**src/rtl/cond_logic.sv**
```systemverilog
// Conditional-execution unit: evaluates the condition field against registered {N,Z,C,V}
// flags, gates the decoder's write strobes and counts executed and squashed instructions.
module cond_logic (
  input  logic        clk,
  input  logic        reset,
  input  logic        en,
  input  logic [3:0]  Cond,
  input  logic [3:0]  ALUFlags,
  input  logic [1:0]  FlagW,
  input  logic        PCS,
  input  logic        RegW,
  input  logic        MemW,
  output logic        PCSrc,
  output logic        RegWrite,
  output logic        MemWrite,
  output logic        CondEx,
  output logic [3:0]  Flags,
  output logic [15:0] ExecCnt,
  output logic [15:0] SkipCnt
);

  localparam logic [15:0] CntMax = 16'hFFFF;

  logic [3:0]  flags_q, flags_d;
  logic [15:0] exec_q, exec_d;
  logic [15:0] skip_q, skip_d;
  logic        flag_n, flag_z, flag_c, flag_v;
  logic        cond_ex;
  logic        go;

  assign {flag_n, flag_z, flag_c, flag_v} = flags_q;

  // Evaluated on the registered flags only, so a flag-setting instruction sees the old flags.
  always_comb begin
    cond_ex = 1'b0;
    unique case (Cond)
      4'b0000: cond_ex = flag_z;
      4'b0001: cond_ex = ~flag_z;
      4'b0010: cond_ex = flag_c;
      4'b0011: cond_ex = ~flag_c;
      4'b0100: cond_ex = flag_n;
      4'b0101: cond_ex = ~flag_n;
      4'b0110: cond_ex = flag_v;
      4'b0111: cond_ex = ~flag_v;
      4'b1000: cond_ex = flag_c & ~flag_z;
      4'b1001: cond_ex = ~flag_c | flag_z;
      4'b1010: cond_ex = (flag_n == flag_v);
      4'b1011: cond_ex = (flag_n != flag_v);
      4'b1100: cond_ex = ~flag_z & (flag_n == flag_v);
      4'b1101: cond_ex = flag_z | (flag_n != flag_v);
      4'b1110: cond_ex = 1'b1;
      4'b1111: cond_ex = 1'b1;
      default: cond_ex = 1'b0;
    endcase
  end

  assign go = en & reset & cond_ex;

  assign CondEx   = cond_ex;
  assign PCSrc    = PCS & go;
  assign RegWrite = RegW & go;
  assign MemWrite = MemW & go;
  assign Flags    = flags_q;
  assign ExecCnt  = exec_q;
  assign SkipCnt  = skip_q;

  always_comb begin
    flags_d = flags_q;
    exec_d  = exec_q;
    skip_d  = skip_q;
    if (!reset) begin
      flags_d = 4'b0000;
      exec_d  = 16'h0000;
      skip_d  = 16'h0000;
    end else if (en) begin
      if (go && FlagW[1]) flags_d[3:2] = ALUFlags[3:2];
      if (go && FlagW[0]) flags_d[1:0] = ALUFlags[1:0];
      // Exactly one counter advances per enabled cycle; both stick at all-ones.
      if (cond_ex) begin
        if (exec_q != CntMax) exec_d = exec_q + 16'd1;
      end else begin
        if (skip_q != CntMax) skip_d = skip_q + 16'd1;
      end
    end
  end

  always_ff @(posedge clk) begin
    flags_q <= flags_d;
    exec_q  <= exec_d;
    skip_q  <= skip_d;
  end

endmodule

```
**config.mk**
```make
export PLATFORM = sky130hd
export DESIGN_NAME = cond_logic
export DESIGN_NICKNAME = d
export VERILOG_FILES = /design/src/rtl/cond_logic.sv
export SDC_FILE = /design/constraint.sdc
export NUM_CORES = 1
export LEC_CHECK = 0
export ABC_AREA = 1
export CAP_MARGIN = 15
export CORE_MARGIN = 2
export CORE_UTILIZATION = 47
export CTS_CLUSTER_DIAMETER = 80
export CTS_CLUSTER_SIZE = 20
export DETAILED_ROUTE_END_ITERATION = 8
export PLACE_DENSITY = 0.78
export SLEW_MARGIN = 20
export SYNTH_ARGS = -nofsm -noshare
export SYNTH_HDL_FRONTEND = slang
export SYNTH_SLANG_ARGS = --single-unit
```
**constraint.sdc**
```tcl
create_clock -name clk -period 1.7 [get_ports clk]
set_input_delay 0.34 -clock clk [delete_from_list [all_inputs] [get_ports clk]]
set_output_delay 0.34 -clock clk [all_outputs]
set_load 0.01 [all_outputs]
```
==> results_dict.tcl <==
set metrics [dict create \
    ys.warnings.count 0 \
    core_area_mm2 0.005439 \
    port_buffers 55 \
    wl_met1_mm 3.291 \
    yosys.area.top_type "dfxtp_1" \
    routed-wl-met3_um 361 \
    top_layer "met4" \
    crit_path_cell_trace "buf_4 > buf_4 > nor2_4 > o21bai_4 > nor2_4 > nand2_4 > nand2_8 > nor2_4 > nand2_4 > nor2_4 > buf_6" \
    intPower_mw 1.396 \
    totalPowerFinal_mw 2.032 \
    yosys-top-cells-area "dfxtp_1 27%, nand2_1 13%, nand4_1 8.3%" \
    chipHeight_um 78.74 \
    drt-total-wl_mm 7.598 \
    power_frac_seq_pct 42.9 \
    drcViolationCount 0 \
    crit_family "simple AND/OR/NAND/NOR gates" \
    crit_path_top_delay_cell "dfxtp_4" \
    synth_ff_type "dfxtp_1" \
    fillers 429 \
    diodes 0 \
    nets 508 \
    path_clk_slew_ps 80 \
    clk_latency_ps 290 \
    ios 56 \
    gp_congestion 0.9088 \
    crit_start "Flags[3]$_SDFFE_PN0P_" \
    grt_pass1_wl_mm 11.79 \
    root_buffer "clkbuf_8" \
    outcome "finished with violations" \
    critPathCaptureType "primary output" \
    synth_edf_count 0 \
    power.net_switching_mw 0.6363 \
    grt_max_degree 33 \
    max_freq_mhz 490.2 \
    crit_arrival_ps 1700 \
    syn_nets 406 \
    ir_drop_v 0.0004542 \
    crit_fanout 5 \
    grt_pass1_vias 2636 \
    grt_use_total_pct 23.52 \
    routedWlPerCell_um 13.50 \
    dr_total_vias 3040 \
    rsz0062_at_grt "true" \
    drv_slew 0 \
    place_ws_ps -1148 \
    ys_types 32 \
    start_util_pct 48.26 \
    p_per_area_mw_per_mm2 524.2 \
    ys_async_sr_fraction_pct 0 \
    avgViaCountPerCell 5.400 \
    power_frac_clock_pct 30.0 \
    cts_tree "yes" \
    instances_no_fill 563 \
    dp_hpwl_mm 5.346 \
    drtAntennaViolNets 0 \
    first_pass_iters 4 \
    period_needed_ps 2040 \
    antenna_found_initial 0 \
    combPwrFrac_pct 27.1 \
    yosys-top-cells-count "92 x nand2_1, 37 x inv_1, 36 x dfxtp_1, 36 x nor2_1, 35 x nand4_1" \
    crit_buf_inv 3 \
    wl_met2_mm 3.808 \
    cts_sinks 36 \
    setup_viol 20 \
    finalCritPeriodShare_pct 120.0 \
    ys_seq_area_share_pct 27.45 \
    drive_above_1_share_pct 30.75 \
    synth.avg_cell_area_um2 6.766 \
    die_w_um 78.74 \
    synth_top_cell_area_share_pct 27.45 \
    cts_max_level 2 \
    fin_skew_ps 10.32 \
    placementRows 27 \
    dp.cells 547 \
    crit_required_ps 1360 \
    leakagePower_nw 1.631 \
    layout_setup_ws_ps -339.9 \
    place_area_mm2 0.003577 \
    ctsHoldBuffers 0 \
    hold_path_class "flop to flop" \
    clockBufferDepth 2 \
    fp.dieArea_mm2 0.006199 \
    start_kind "flop" \
    yosysMostFrequentCell "nand2_1" \
    netlist_area_mm2 0.002625 \
    violations "setup timing" \
    switching_share_pct 31.31 \
    ys_ff_latch 36 \
    r2r-start "Flags[3]$_SDFFE_PN0P_" \
    drt_iter0_drc 170 \
    grt-ovfl-total 0 \
    slew_headroom_pct 72.94 \
    criticalPathCategory "flop to primary output" \
    path_common_cell "nor2_4" \
    drv_cap 0 \
    finalCoreUtilization_pct 71.29 \
    netlist_instances 388 \
    area.growth.synth_to_final_pct 47.71 \
    hold_viol 0 \
    critPathMaxStageDelay_ps 400 \
    holdCritStartpoint "SkipCnt[5]$_SDFFE_PN0P_" \
    fin_hold_ws_ps 497.7 \
    worst_slew_pin_slew_ps 406.0 \
    numCtsBuffers 5 \
    fin_tns_setup_ps -2772 \
    finalInstanceArea_mm2 0.003877 \
]
==> cells in the final DEF (no fill, tap or decap), types with 8 or more instances in the layout <==
master            n
a21oi_1          20
clkdlybuf4s50_1  43
nand2_1          81
xnor2_1          11
inv_1            33
nand4_1          35
buf_4            47
nand3_1          26
nor2_1           27
a21oi_2           9
nor3_1           10
nand2_2          22
nor2_4           10
nor2_2            8
xor2_1           16
dfxtp_1          30
==> layer usage <==
layer / vias up / GRT usage, %
met2: 104 / 41.54
li1: 1486 / -
met4: 0 / 7.193
met1: 1434 / 29.07
met5: - / 0
met3: 16 / 4.205
==> what timing repair did <==
action / in CTS / in global routing
pin swaps: 9 / 6
endpoints found under the setup margin: 43 / 39
hold endpoints to repair: 0 / 0
gates cloned: 1 / 1
resized for setup: 52 / 28
buffers inserted: 5 / 4
==> power groups by stage <==
stage,combinational (mW),clock [mW],sequential [mW]
after floorplan,0.259,0,0.903
after global placement,0.455,0,0.889
after detailed placement,0.464,0,0.890
after CTS,0.499,0.617,0.871
after global routing,0.592,0.662,0.874
final,0.551,0.609,0.872
==> sequential cells by signal, indices dropped and copies added, names as in the netlist <==
| register | count |
|---|---|
| ExecCnt | 16 |
| SkipCnt | 16 |
| Flags | 4 |
==> path summary, 6_finish.rpt <==
check                                                to  slack [ps]  depth (start not counted)
worst max-delay path                           MemWrite        -340                         11
worst min-delay path            SkipCnt[5]$_SDFFE_PN0P_         500                          2
worst max register to register  SkipCnt[1]$_SDFFE_PN0P_        -130                         14
worst min register to register  SkipCnt[5]$_SDFFE_PN0P_         500                          2
==> worst register-to-register path: cells and delay by family (launching register included) <==
kind                   cells  cell delay (ps)
and+or+nand+nor            8              650
AOI/OAI and AO/OA          1               70
DFF                        1              380
buffers and inverters      5              680
==> cell families (layout without fill, tap and decap cells) <==
family / count (synthesis) / in the layout / share of synthesized area [%]
and+or+nand+nor: 234 / 236 / 45.23
xor gates and xnor gates: 27 / 27 / 9.008
DFF: 36 / 36 / 27.45
buffers and inverters: 57 / 158 / 9.438
adders and majority gates: 2 / 2 / 0.9531
AOI/OAI and AO/OA: 32 / 32 / 7.912
==> final cells by class <==
class	count	area [µm²]	share of cell area [%]
multi-input cells	297	1819	46.92
repair buffers	107	975.9	25.17
flip-flops and latches	36	735.7	18.97
inverters	43	168.9	4.356
well taps	72	90.09	2.323
clock buffers	5	68.82	1.775
clock inverters	3	18.77	0.4840
No activity file was read; power rests on OpenSTA's default activity.
